--- config.mk ---
export PLATFORM = sky130hd
export DESIGN_NAME = fruit_launcher_flat
export DESIGN_NICKNAME = d
export VERILOG_FILES = /design/src/rtl/fruit_launcher_pkg.sv /design/src/rtl/fruit_launcher_if.sv /design/src/rtl/fruit_launcher_period_ramp.sv /design/src/rtl/fruit_launcher.sv /design/src/flat_wrapper.sv
export SDC_FILE = /design/constraint.sdc
export NUM_CORES = 1
export LEC_CHECK = 0
export ABC_AREA = 1
export BUFFER_PORTS_ARGS = -buffer_cell sky130_fd_sc_hd__buf_2
export CORE_UTILIZATION = 53
export CTS_CLUSTER_DIAMETER = 40
export DETAILED_ROUTE_END_ITERATION = 8
export PLACE_DENSITY = 0.87
export SLEW_MARGIN = 10
export SYNTH_ARGS = -nofsm -noshare
export SYNTH_HDL_FRONTEND = slang
export SYNTH_SLANG_ARGS = --single-unit
--- constraint.sdc ---
create_clock -name clk -period 6.6 [get_ports clk]
set_input_delay 0.33 -clock clk [delete_from_list [all_inputs] [get_ports clk]]
set_output_delay 0.33 -clock clk [all_outputs]
set_load 0.005 [all_outputs]
--- src/rtl/fruit_launcher_pkg.sv ---
// fruit_launcher_pkg: flight state encoding, screen and period defaults, and a small max helper
package fruit_launcher_pkg;
  typedef enum logic [2:0] {IDLE, LOAD, RISE, FALL, FINISH} state_t;
  localparam int DEF_SCREEN_W = 640;
  localparam int DEF_SCREEN_H = 480;
  localparam int DEF_MIN_PERIOD = 1000;
  function automatic logic [31:0] max32(input logic [31:0] a, input logic [31:0] b);
    return a > b ? a : b;
  endfunction
endpackage

--- src/rtl/fruit_launcher_if.sv ---
// fruit_launcher_if: launch request, flight parameters, mover feedback and mover controls
interface fruit_launcher_if;
  logic launch, abort, startDir;
  logic [9:0] startX, posx, initPosX;
  logic [8:0] floorY, posy, initPosY;
  logic [31:0] periodX, riseT0, gravity, apexT, Tx, Ty;
  logic dx, dy, objRst, active, done;
  modport master (
    output launch, abort, startX, startDir, periodX, riseT0, gravity, apexT, floorY, posx, posy,
    input Tx, Ty, dx, dy, initPosX, initPosY, objRst, active, done
  );
  modport slave (
    input launch, abort, startX, startDir, periodX, riseT0, gravity, apexT, floorY, posx, posy,
    output Tx, Ty, dx, dy, initPosX, initPosY, objRst, active, done
  );
endinterface

--- src/rtl/fruit_launcher_period_ramp.sv ---
// period_ramp: next vertical period, saturating when growing and clamped at a floor when shrinking
module period_ramp (
  input  logic [31:0] period,
  input  logic [31:0] step,
  input  logic        dir,
  input  logic [31:0] floor,
  output logic [31:0] next
);
  logic [32:0] w_sum;
  logic [31:0] w_diff;
  assign w_sum = {1'b0, period} + {1'b0, step};
  assign w_diff = period - step;
  assign next = dir ? (w_sum[32] ? '1 : w_sum[31:0])
                    : ((period < step || w_diff < floor) ? floor : w_diff);
endmodule

--- src/rtl/fruit_launcher.sv ---
// fruit_launcher: steers a pixel mover through a rise/apex/fall flight by ramping its vertical period
module fruit_launcher import fruit_launcher_pkg::*; #(
  parameter int MIN_PERIOD = DEF_MIN_PERIOD,
  parameter int SCREEN_W = DEF_SCREEN_W,
  parameter int SCREEN_H = DEF_SCREEN_H
) (
  input logic clk,
  input logic rst,
  fruit_launcher_if.slave bus
);
  localparam logic [31:0] MINP = 32'(MIN_PERIOD);
  localparam logic [9:0] X_MAX = 10'(SCREEN_W - 1);
  localparam logic [8:0] Y_MAX = 9'(SCREEN_H - 1);
  state_t r_state, w_next;
  logic [31:0] r_tx, r_ty, r_grav, r_apex, w_ty_next;
  logic [9:0] r_init_x;
  logic [8:0] r_init_y, r_floor, r_posy_q;
  logic r_dx, r_dy;
  logic w_fly, w_go, w_ystep, w_offscreen, w_apex;
  assign w_fly = r_state == RISE || r_state == FALL;
  assign w_go = r_state == IDLE && bus.launch && !bus.abort;
  assign w_ystep = bus.posy != r_posy_q;
  assign w_offscreen = (bus.posx == '0 && !r_dx) || (bus.posx == X_MAX && r_dx);
  assign w_apex = (w_ystep && w_ty_next >= r_apex) || bus.posy == '0;
  period_ramp u_ramp (
    .period(r_ty),
    .step  (r_grav),
    .dir   (r_state == RISE),
    .floor (MINP),
    .next  (w_ty_next)
  );
  always_ff @(posedge clk or negedge rst)
    if (!rst) r_state <= IDLE;
    else r_state <= w_next;
  always_comb begin
    w_next = r_state;
    case (r_state)
      IDLE:    w_next = w_go ? LOAD : IDLE;
      LOAD:    w_next = RISE;
      RISE:    w_next = w_offscreen ? FINISH : w_apex ? FALL : RISE;
      FALL:    w_next = (w_offscreen || bus.posy >= r_floor) ? FINISH : FALL;
      default: w_next = IDLE;
    endcase
    if (bus.abort) w_next = IDLE;
  end
  always_ff @(posedge clk or negedge rst)
    if (!rst) begin
      r_tx <= MINP;
      r_ty <= MINP;
      r_dx <= 1'b0;
      r_dy <= 1'b0;
      r_init_x <= '0;
      r_init_y <= '0;
      r_floor <= '0;
      r_grav <= '0;
      r_apex <= '0;
      r_posy_q <= '0;
    end else begin
      // the mover is reloaded to initPosY on leaving LOAD, so that reload must not count as a y-step
      r_posy_q <= r_state == LOAD ? r_init_y : bus.posy;
      if (w_go) begin
        r_tx <= max32(bus.periodX, MINP);
        r_ty <= max32(bus.riseT0, MINP);
        r_dx <= bus.startDir;
        r_dy <= 1'b0;
        r_init_x <= bus.startX;
        r_init_y <= bus.floorY;
        r_floor <= bus.floorY > Y_MAX ? Y_MAX : bus.floorY;
        r_grav <= bus.gravity;
        r_apex <= bus.apexT;
      end
      if (w_fly && w_ystep) r_ty <= w_ty_next;
      if (r_state == RISE && w_apex) r_dy <= 1'b1;
    end
  assign bus.Tx = r_tx;
  assign bus.Ty = r_ty;
  assign bus.dx = r_dx;
  assign bus.dy = r_dy;
  assign bus.initPosX = r_init_x;
  assign bus.initPosY = r_init_y;
  assign bus.objRst = !w_fly;
  assign bus.active = w_fly;
  assign bus.done = r_state == FINISH;
endmodule

--- src/flat_wrapper.sv ---
// flat-port wrapper written by rule: the top's interface ports become plain ports
module fruit_launcher_flat import fruit_launcher_pkg::*;
#(
  parameter int MIN_PERIOD = DEF_MIN_PERIOD,
  parameter int SCREEN_W = DEF_SCREEN_W,
  parameter int SCREEN_H = DEF_SCREEN_H
)
  (clk, rst, bus_launch, bus_abort, bus_startX, bus_startDir, bus_periodX, bus_riseT0, bus_gravity, bus_apexT, bus_floorY, bus_posx, bus_posy, bus_Tx, bus_Ty, bus_dx, bus_dy, bus_initPosX, bus_initPosY, bus_objRst, bus_active, bus_done);
  fruit_launcher_if bus_i ();
  input logic clk;
  input logic rst;
  input wire logic [$bits(bus_i.launch)-1:0] bus_launch;
  input wire logic [$bits(bus_i.abort)-1:0] bus_abort;
  input wire logic [$bits(bus_i.startX)-1:0] bus_startX;
  input wire logic [$bits(bus_i.startDir)-1:0] bus_startDir;
  input wire logic [$bits(bus_i.periodX)-1:0] bus_periodX;
  input wire logic [$bits(bus_i.riseT0)-1:0] bus_riseT0;
  input wire logic [$bits(bus_i.gravity)-1:0] bus_gravity;
  input wire logic [$bits(bus_i.apexT)-1:0] bus_apexT;
  input wire logic [$bits(bus_i.floorY)-1:0] bus_floorY;
  input wire logic [$bits(bus_i.posx)-1:0] bus_posx;
  input wire logic [$bits(bus_i.posy)-1:0] bus_posy;
  output wire logic [$bits(bus_i.Tx)-1:0] bus_Tx;
  output wire logic [$bits(bus_i.Ty)-1:0] bus_Ty;
  output wire logic [$bits(bus_i.dx)-1:0] bus_dx;
  output wire logic [$bits(bus_i.dy)-1:0] bus_dy;
  output wire logic [$bits(bus_i.initPosX)-1:0] bus_initPosX;
  output wire logic [$bits(bus_i.initPosY)-1:0] bus_initPosY;
  output wire logic [$bits(bus_i.objRst)-1:0] bus_objRst;
  output wire logic [$bits(bus_i.active)-1:0] bus_active;
  output wire logic [$bits(bus_i.done)-1:0] bus_done;
  assign bus_i.launch = bus_launch;
  assign bus_i.abort = bus_abort;
  assign bus_i.startX = bus_startX;
  assign bus_i.startDir = bus_startDir;
  assign bus_i.periodX = bus_periodX;
  assign bus_i.riseT0 = bus_riseT0;
  assign bus_i.gravity = bus_gravity;
  assign bus_i.apexT = bus_apexT;
  assign bus_i.floorY = bus_floorY;
  assign bus_i.posx = bus_posx;
  assign bus_i.posy = bus_posy;
  assign bus_Tx = bus_i.Tx;
  assign bus_Ty = bus_i.Ty;
  assign bus_dx = bus_i.dx;
  assign bus_dy = bus_i.dy;
  assign bus_initPosX = bus_i.initPosX;
  assign bus_initPosY = bus_i.initPosY;
  assign bus_objRst = bus_i.objRst;
  assign bus_active = bus_i.active;
  assign bus_done = bus_i.done;
  fruit_launcher #(.MIN_PERIOD(MIN_PERIOD), .SCREEN_W(SCREEN_W), .SCREEN_H(SCREEN_H)) u_core (.clk(clk), .rst(rst), .bus(bus_i));
endmodule
==> Yosys cells after proc, flatten, opt, wreduce, memory -nomap -nowiden <==
Cells that the tools add are included.
{ "word_totals": {"mem_bits_ro": 0, "input_bits": 171, "regBits": 170, "elab_cells": 63, "out_inout_bits": 88, "ram_bits": 0, "latchBits": 0, "mem_count": 0} }
{ "classes": {"bitwise": 0, "div": 0, "n_mul": 0, "n_shift": 0, "addsub": 2, "n_lt_le_gt_ge": 7, "n_reduce_logical": 20, "eq_ne": 6, "n_mux": 17} }
{ "ops": {"columns": ["operator", "n"], "rows": [
  ["32-bit 2-to-1 mux", 7],
  ["32-bit by 10-bit > comparator with 1-bit output (second input constant)", 2],
  ["32-bit by 32-bit adder with 33-bit output", 1],
  ["32-bit greater-or-equal comparator", 1],
  ["32-bit by 10-bit < comparator with 1-bit output (second input constant)", 1],
  ["32-bit < comparator", 1],
  ["32-bit subtractor", 1],
  ["9-bit 2-to-1 mux", 2],
  ["3-bit one-hot mux with 4 select lines", 1],
  ["10-bit == test (second input constant)", 1],
  ["10-bit logical NOT", 1],
  ["9-bit greater-or-equal comparator", 1],
  ["9-bit > comparator (second input constant)", 1],
  ["9-bit logical NOT", 1],
  ["3-bit 2-to-1 mux", 3],
  ["9-bit inequality test", 1],
  ["1-bit logical AND", 7],
  ["3-bit by 2-bit == test with 1-bit output (second input constant)", 2],
  ["1-bit logical OR", 5],
  ["1-bit 2-to-1 mux", 4],
  ["2-bit nonzero test", 2],
  ["3-bit by 1-bit == test with 1-bit output (second input constant)", 1],
  ["3-bit == test (second input constant)", 1],
  ["1-bit logical NOT", 3],
  ["3-bit logical NOT", 1]
]} }

==> Longest topological paths before layout <==
{ "logic_depth": {"depth_word": 12, "ltp_mapped": 36} }

==> Hierarchy <==
Synthesis repeated with hierarchy kept, for this count alone.
{ "unflattened": {"cells_unflattened": 2334, "area_unflattened_um2": 14933.1} }
{ "modules_own_cells": {"columns": ["mod", "area_per_inst_um2", "cells_each", "seq_area_each_um2", "n_inst"], "rows": [
  ["fruit_launcher", 8144.1, 973, 4269.1, 1],
  ["period_ramp", 6789.0, 1361, 0.0, 1]
]} }

==> Worst setup path after synthesis <==
No wires, ideal clock.
{ "synth_path": {"path_kind": "register to register", "start": "register u_core.r_ty[0], in the netlist u_core.bus.Ty[0]", "end": "register u_core.r_state[0]", "t_arrival_ps": 3777, "stages_incl_launch_ff": 34, "path_buffers": 1, "setup_slack_ps": 2746, "required_time_ps": 6523, "setup_time_ps": 77, "path_cell_list": "dfrtp_1 inv_1 ha_1 fa_1 inv_1 nand2_1 nand2_1 nand3_1 nand2_2 nand2_1 nand2_1 nand3b_1 nand2_1 nand2_1 nand2_1 nand2_1 nor2_2 nand3_2 nand2_2 nand2_4 inv_4 buf_8 nor2_1 ha_1 nand2_1 nor2_1 nand4_1 nor4_1 nand4_1 nand3_1 nand2_1 o21ai_0 a21oi_1 a21oi_1"} }
{ "synth_between": {"elab_chain_cells": 12, "elab_cells_between_ends": 15, "cone_classes": "add/sub (2); order compare (3); mux (7); reduce/logical (3)"} }
{ "synth_rtl": {"columns": ["element", "line_no", "rtl"], "rows": [
  ["start: declaration", "fruit_launcher.sv:15", "logic [31:0] r_tx, r_ty, r_grav, r_apex, w_ty_next;"],
  ["start signal: assignment", "fruit_launcher.sv:63", "r_ty <= max32(bus.riseT0, MINP);"],
  ["start signal: assignment", "fruit_launcher.sv:72", "if (w_fly && w_ystep) r_ty <= w_ty_next;"],
  ["32-bit subtractor", "fruit_launcher_period_ramp.sv:12", "assign w_diff = period - step;"],
  ["32-bit by 10-bit < comparator with 1-bit output", "fruit_launcher_period_ramp.sv:14", ": ((period < step || w_diff < floor) ? floor : w_diff);"],
  ["1-bit logical OR", "fruit_launcher_period_ramp.sv:14", null],
  ["32-bit 2-to-1 mux", "fruit_launcher_period_ramp.sv:14", null],
  ["32-bit 2-to-1 mux (*)", "fruit_launcher_period_ramp.sv:13", "assign next = dir ? (w_sum[32] ? '1 : w_sum[31:0])"],
  ["32-bit greater-or-equal comparator (*)", "fruit_launcher.sv:24", "assign w_apex = (w_ystep && w_ty_next >= r_apex) || bus.posy == '0;"],
  ["1-bit logical AND (*)", "fruit_launcher.sv:24", null],
  ["1-bit logical OR (*)", "fruit_launcher.sv:24", null],
  ["1-bit 2-to-1 mux (*)", "fruit_launcher.sv:40", "RISE: w_next = w_offscreen ? FINISH : w_apex ? FALL : RISE;"],
  ["3-bit 2-to-1 mux (*)", "fruit_launcher.sv:40", null],
  ["3-bit one-hot mux with 4 select lines (*)", "fruit_launcher.sv:37", "case (r_state)"],
  ["3-bit 2-to-1 mux (*)", "fruit_launcher.sv:44", "if (bus.abort) w_next = IDLE;"],
  ["net u_core.w_next[0]", "fruit_launcher.sv:14", "state_t r_state, w_next;"],
  ["end signal: assignment", "fruit_launcher.sv:34", "else r_state <= w_next;"],
  ["end: declaration", "fruit_launcher.sv:14", null]
]} }
The timed path passes the listed nets; every way through them passes the cells marked *.
A chain may end at the register's enable or synchronous reset.

==> Worst setup path in the final report <==
{ "layout_path": {"start": "register u_core.r_ty[10], in the netlist u_core.bus.Ty[10]", "end": "register u_core.r_state[0]"} }
Same word-level chain as after synthesis.

==> metrics.csv <==
stage,metric,value,unit
timing,worst_hold_slack,0.08108,ns
synth,synth_area,13510,um^2
critical_path,path_buf_inv,2,
grt,first_global_vias,13809,
synth,syn-num-nets,2318,
synth,synthArstFlopShare,100.0,%
synth,yosys_warnings,0,
timing,final-setup-viol-count,0,
synth,synth_seq_area_share,31.60,%
critical_path,cp.depth,28,
detailed_routing,via_per_inst,5.525,
floorplanning,die_area,26140,um^2
synth,synth_top_cell_area_share,29.26,%
synth,synthTopCellsByArea,"dfrtp_1, nand2_1, ha_1, inv_1, o21ai_0",
detailed_routing,vias,14349,
timing,finalCriticalPeriod,5.351,ns
synth,synth-main-ff-cell,dfrtp_1,
layout,diodes,0,
synth,yosys_register_bits,170,
floorplanning,start_util,53.81,%
detailed_routing,drt_wl_total,49270,um
grt,grt_usage,38.18,%
critical_path,path_common_cell,nand2_1,
critical_path,cpPeakStageDelay,0.52,ns
floorplanning,core-area,25110,um^2
cts,cts_tree,yes,
floorplanning,die_x,161.7,um
layout,layout.cells.most_common_list,"nand2_1, inv_1, buf_2, dfrtp_1, o21ai_0",
timing,fin_crit_sh,81.08,%
cts,cts_root_buffer,clkbuf_16,
min_path,holdPathStages,3,
floorplanning,io_pins,259,
synth,synth_edf_count,0,
place,port_buffers,258,
place,gp_congestion,1.046,
synth,syn-instance-count,2040,
cts,path_clk_slew,0.08,ns
cts,cts_buffers,17,
timing,rsz0062_at_grt,false,
cts,cts_sinks,170,
critical_path,path_max_fanout,27,
detailed_routing,route.detailed.drc,0,
synth,yosys.area.top_type,dfrtp_1,
timing,fmax,0.1869,GHz
timing,setup_tns,0,ns
power_and_ir_drop,ir_worst_vdd,0.2267,mV
floorplanning,die_height,161.7,um
critical_path,endpoint_kind,flop,
synth,syn_area_per_cell,6.623,um^2
critical_path,crit_family,simple AND/OR/NAND/NOR gates,
timing,hold_viol,0,
critical_path,slowest_stage,ha_1,
critical_path,critical_path_class,flop to flop,
timing,clock_skew,0.01554,ns
grt,antenna_found_initial,2,
place,place_hpwl,39510,um
layout,fin_nets,2533,
power_and_ir_drop,p_per_area,539.2,nW/um^2
min_path,hold_path_class,input port to flop,
critical_path,r2r_cells,28,
timing,maxSlewViolCount,0,
timing,relSlewSlack,21.34,%
grt,grt_max_degree,113,
grt,grt_pass1_wl,75640,um
power_and_ir_drop,p_leak,8.688,nW
cts,worstSkewPairLatency,0.44,ns
layout,final_common_cell,nand2_1,
layout,synthToLayoutAreaGrowth,14.79,%
grt,grt_overflow_total,0,
timing,tightest_slew,1.162,ns
synth,yosys.cell_types.count,51,
layout,drive_above_1_share,16.23,%
detailed_routing,ant_nets,0,
detailed_routing,drt_iter0_markers,1420,
flow_run,maxCapViolCount,0,
status,status,finished clean,
detailed_routing,routedWlPerCell,18.97,um
critical_path,start_kind,flop,
cts,htreeDepth,4,
cts,cts_buffer_depth,2,
detailed_routing,dr.pass1.iters,6,
floorplanning,num_rows,58,
critical_path,cp.arrival,5.71,ns
cts,cts_resized,0,
critical_path,required,6.96,ns
layout,num-fill-cells,2362,
## cells in the mapped netlist, drive strengths merged (2+ instances only)
cell type    n
o311ai       2
nand2      657
or2          8
a31oi        6
inv        343
fa           2
nand3b       7
nand3      115
dfstp       12
clkbuf      33
a2bb2oi      6
xnor2        3
a21o         2
a21oi       91
a22o         5
nor3        13
o211ai       6
nand4       48
nor4        16
buf         40
and3         7
xor2        21
ha         105
o21ai      155
o21bai       8
and2         5
nor2       158
dfrtp      158
## layer usage
| metal | vias to the layer above | global-route usage [%] | share of wire (%) |
|---|---|---|---|
| met4 | 4 | 16.34 | 4.3 |
| met1 | 6682 | 48.73 | 41 |
| met2 | 677 | 62.40 | 46 |
| li1 | 6870 | - | - |
| met3 | 116 | 8.350 | 8.7 |
| met5 | - | 0 | 0.055 |
## sequential cells by signal (all words and copies together), names as in the netlist
register             cells
u_core.r_state           3
u_core.r_floor           9
u_core.r_apex           32
u_core.r_grav           32
u_core.bus.Ty           32
u_core.bus.initPosX     10
u_core.bus.dy            1
u_core.bus.Tx           32
u_core.bus.initPosY      9
u_core.bus.dx            1
u_core.r_posy_q          9
## repair_timing
item / CTS / global route
hold buffers: 1 / 0
setup buffers: 0 / 0
hold endpoints to repair: 49 / 0
## stage by stage
step	setup slack (ns)	util (%)	power, mW	std cells	instance area (um^2)
2_1_floorplan	2.746	-	5.496	2040	13510
3_3_place_gp	1.506	59.31	7.027	2565	14890
3_5_place_dp	1.401	59.31	7.112	2565	14890
4_1_cts	1.328	61.77	8.230	2597	15510
5_1_grt	0.9297	61.77	9.072	2597	15510
6_report	1.249	61.77	8.363	2597	15510
## power breakdown
group          switching [mW]  internal [mW]
logic                    3.85           1.79
clock network           0.538          0.545
registers               0.253           1.38
total                    4.64           3.72
## tightest hold or removal path: stages
cell	delay (ns)
buf_2	0.08
nand2_1	0.04
nand2_1	0.04
## path summary, 6_finish.rpt
| path | start | to | slack [ns] |
|---|---|---|---|
| hold / removal | bus_startX[5] | u_core.bus.initPosX[5]$_DFFE_PN0P_ | 0.08 |
| setup / recovery | u_core.bus.Ty[10]$_DFFE_PN0P_ | u_core.r_state[0]$_DFF_PN0_ | 1.25 |
| hold reg to reg | u_core.bus.initPosX[7]$_DFFE_PN0P_ | u_core.bus.initPosX[7]$_DFFE_PN0P_ | 0.48 |
| min in group asynchronous | rst | u_core.r_grav[7]$_DFFE_PN0P_ | 0.44 |
| max in group asynchronous | rst | u_core.bus.initPosX[7]$_DFFE_PN0P_ | 4.97 |
| setup reg to reg | u_core.bus.Ty[10]$_DFFE_PN0P_ | u_core.r_state[0]$_DFF_PN0_ | 1.25 |
## final cells by class
cell class                 instances  area [um^2]  area share, %
clock buffer                      17        425.4          2.743
clock inverter                    14        182.7          1.178
inverter                         343         1295          8.349
multi-input combinational       1454         7542          48.63
tap                              330        412.9          2.662
sequential                       170         4269          27.52
timing repair buffer             269         1383          8.914
## cell families (layout without fill, tap and decap cells)
family,Yosys count,in the layout,share of synthesized area [%]
fa+ha+maj,107,107,10.02
xor+xnor,24,24,1.556
compound gates,287,287,11.58
buf+inv,416,643,12.66
simple gates,1036,1036,32.59
flops,170,170,31.60
Power figures use the tool's default switching activity.
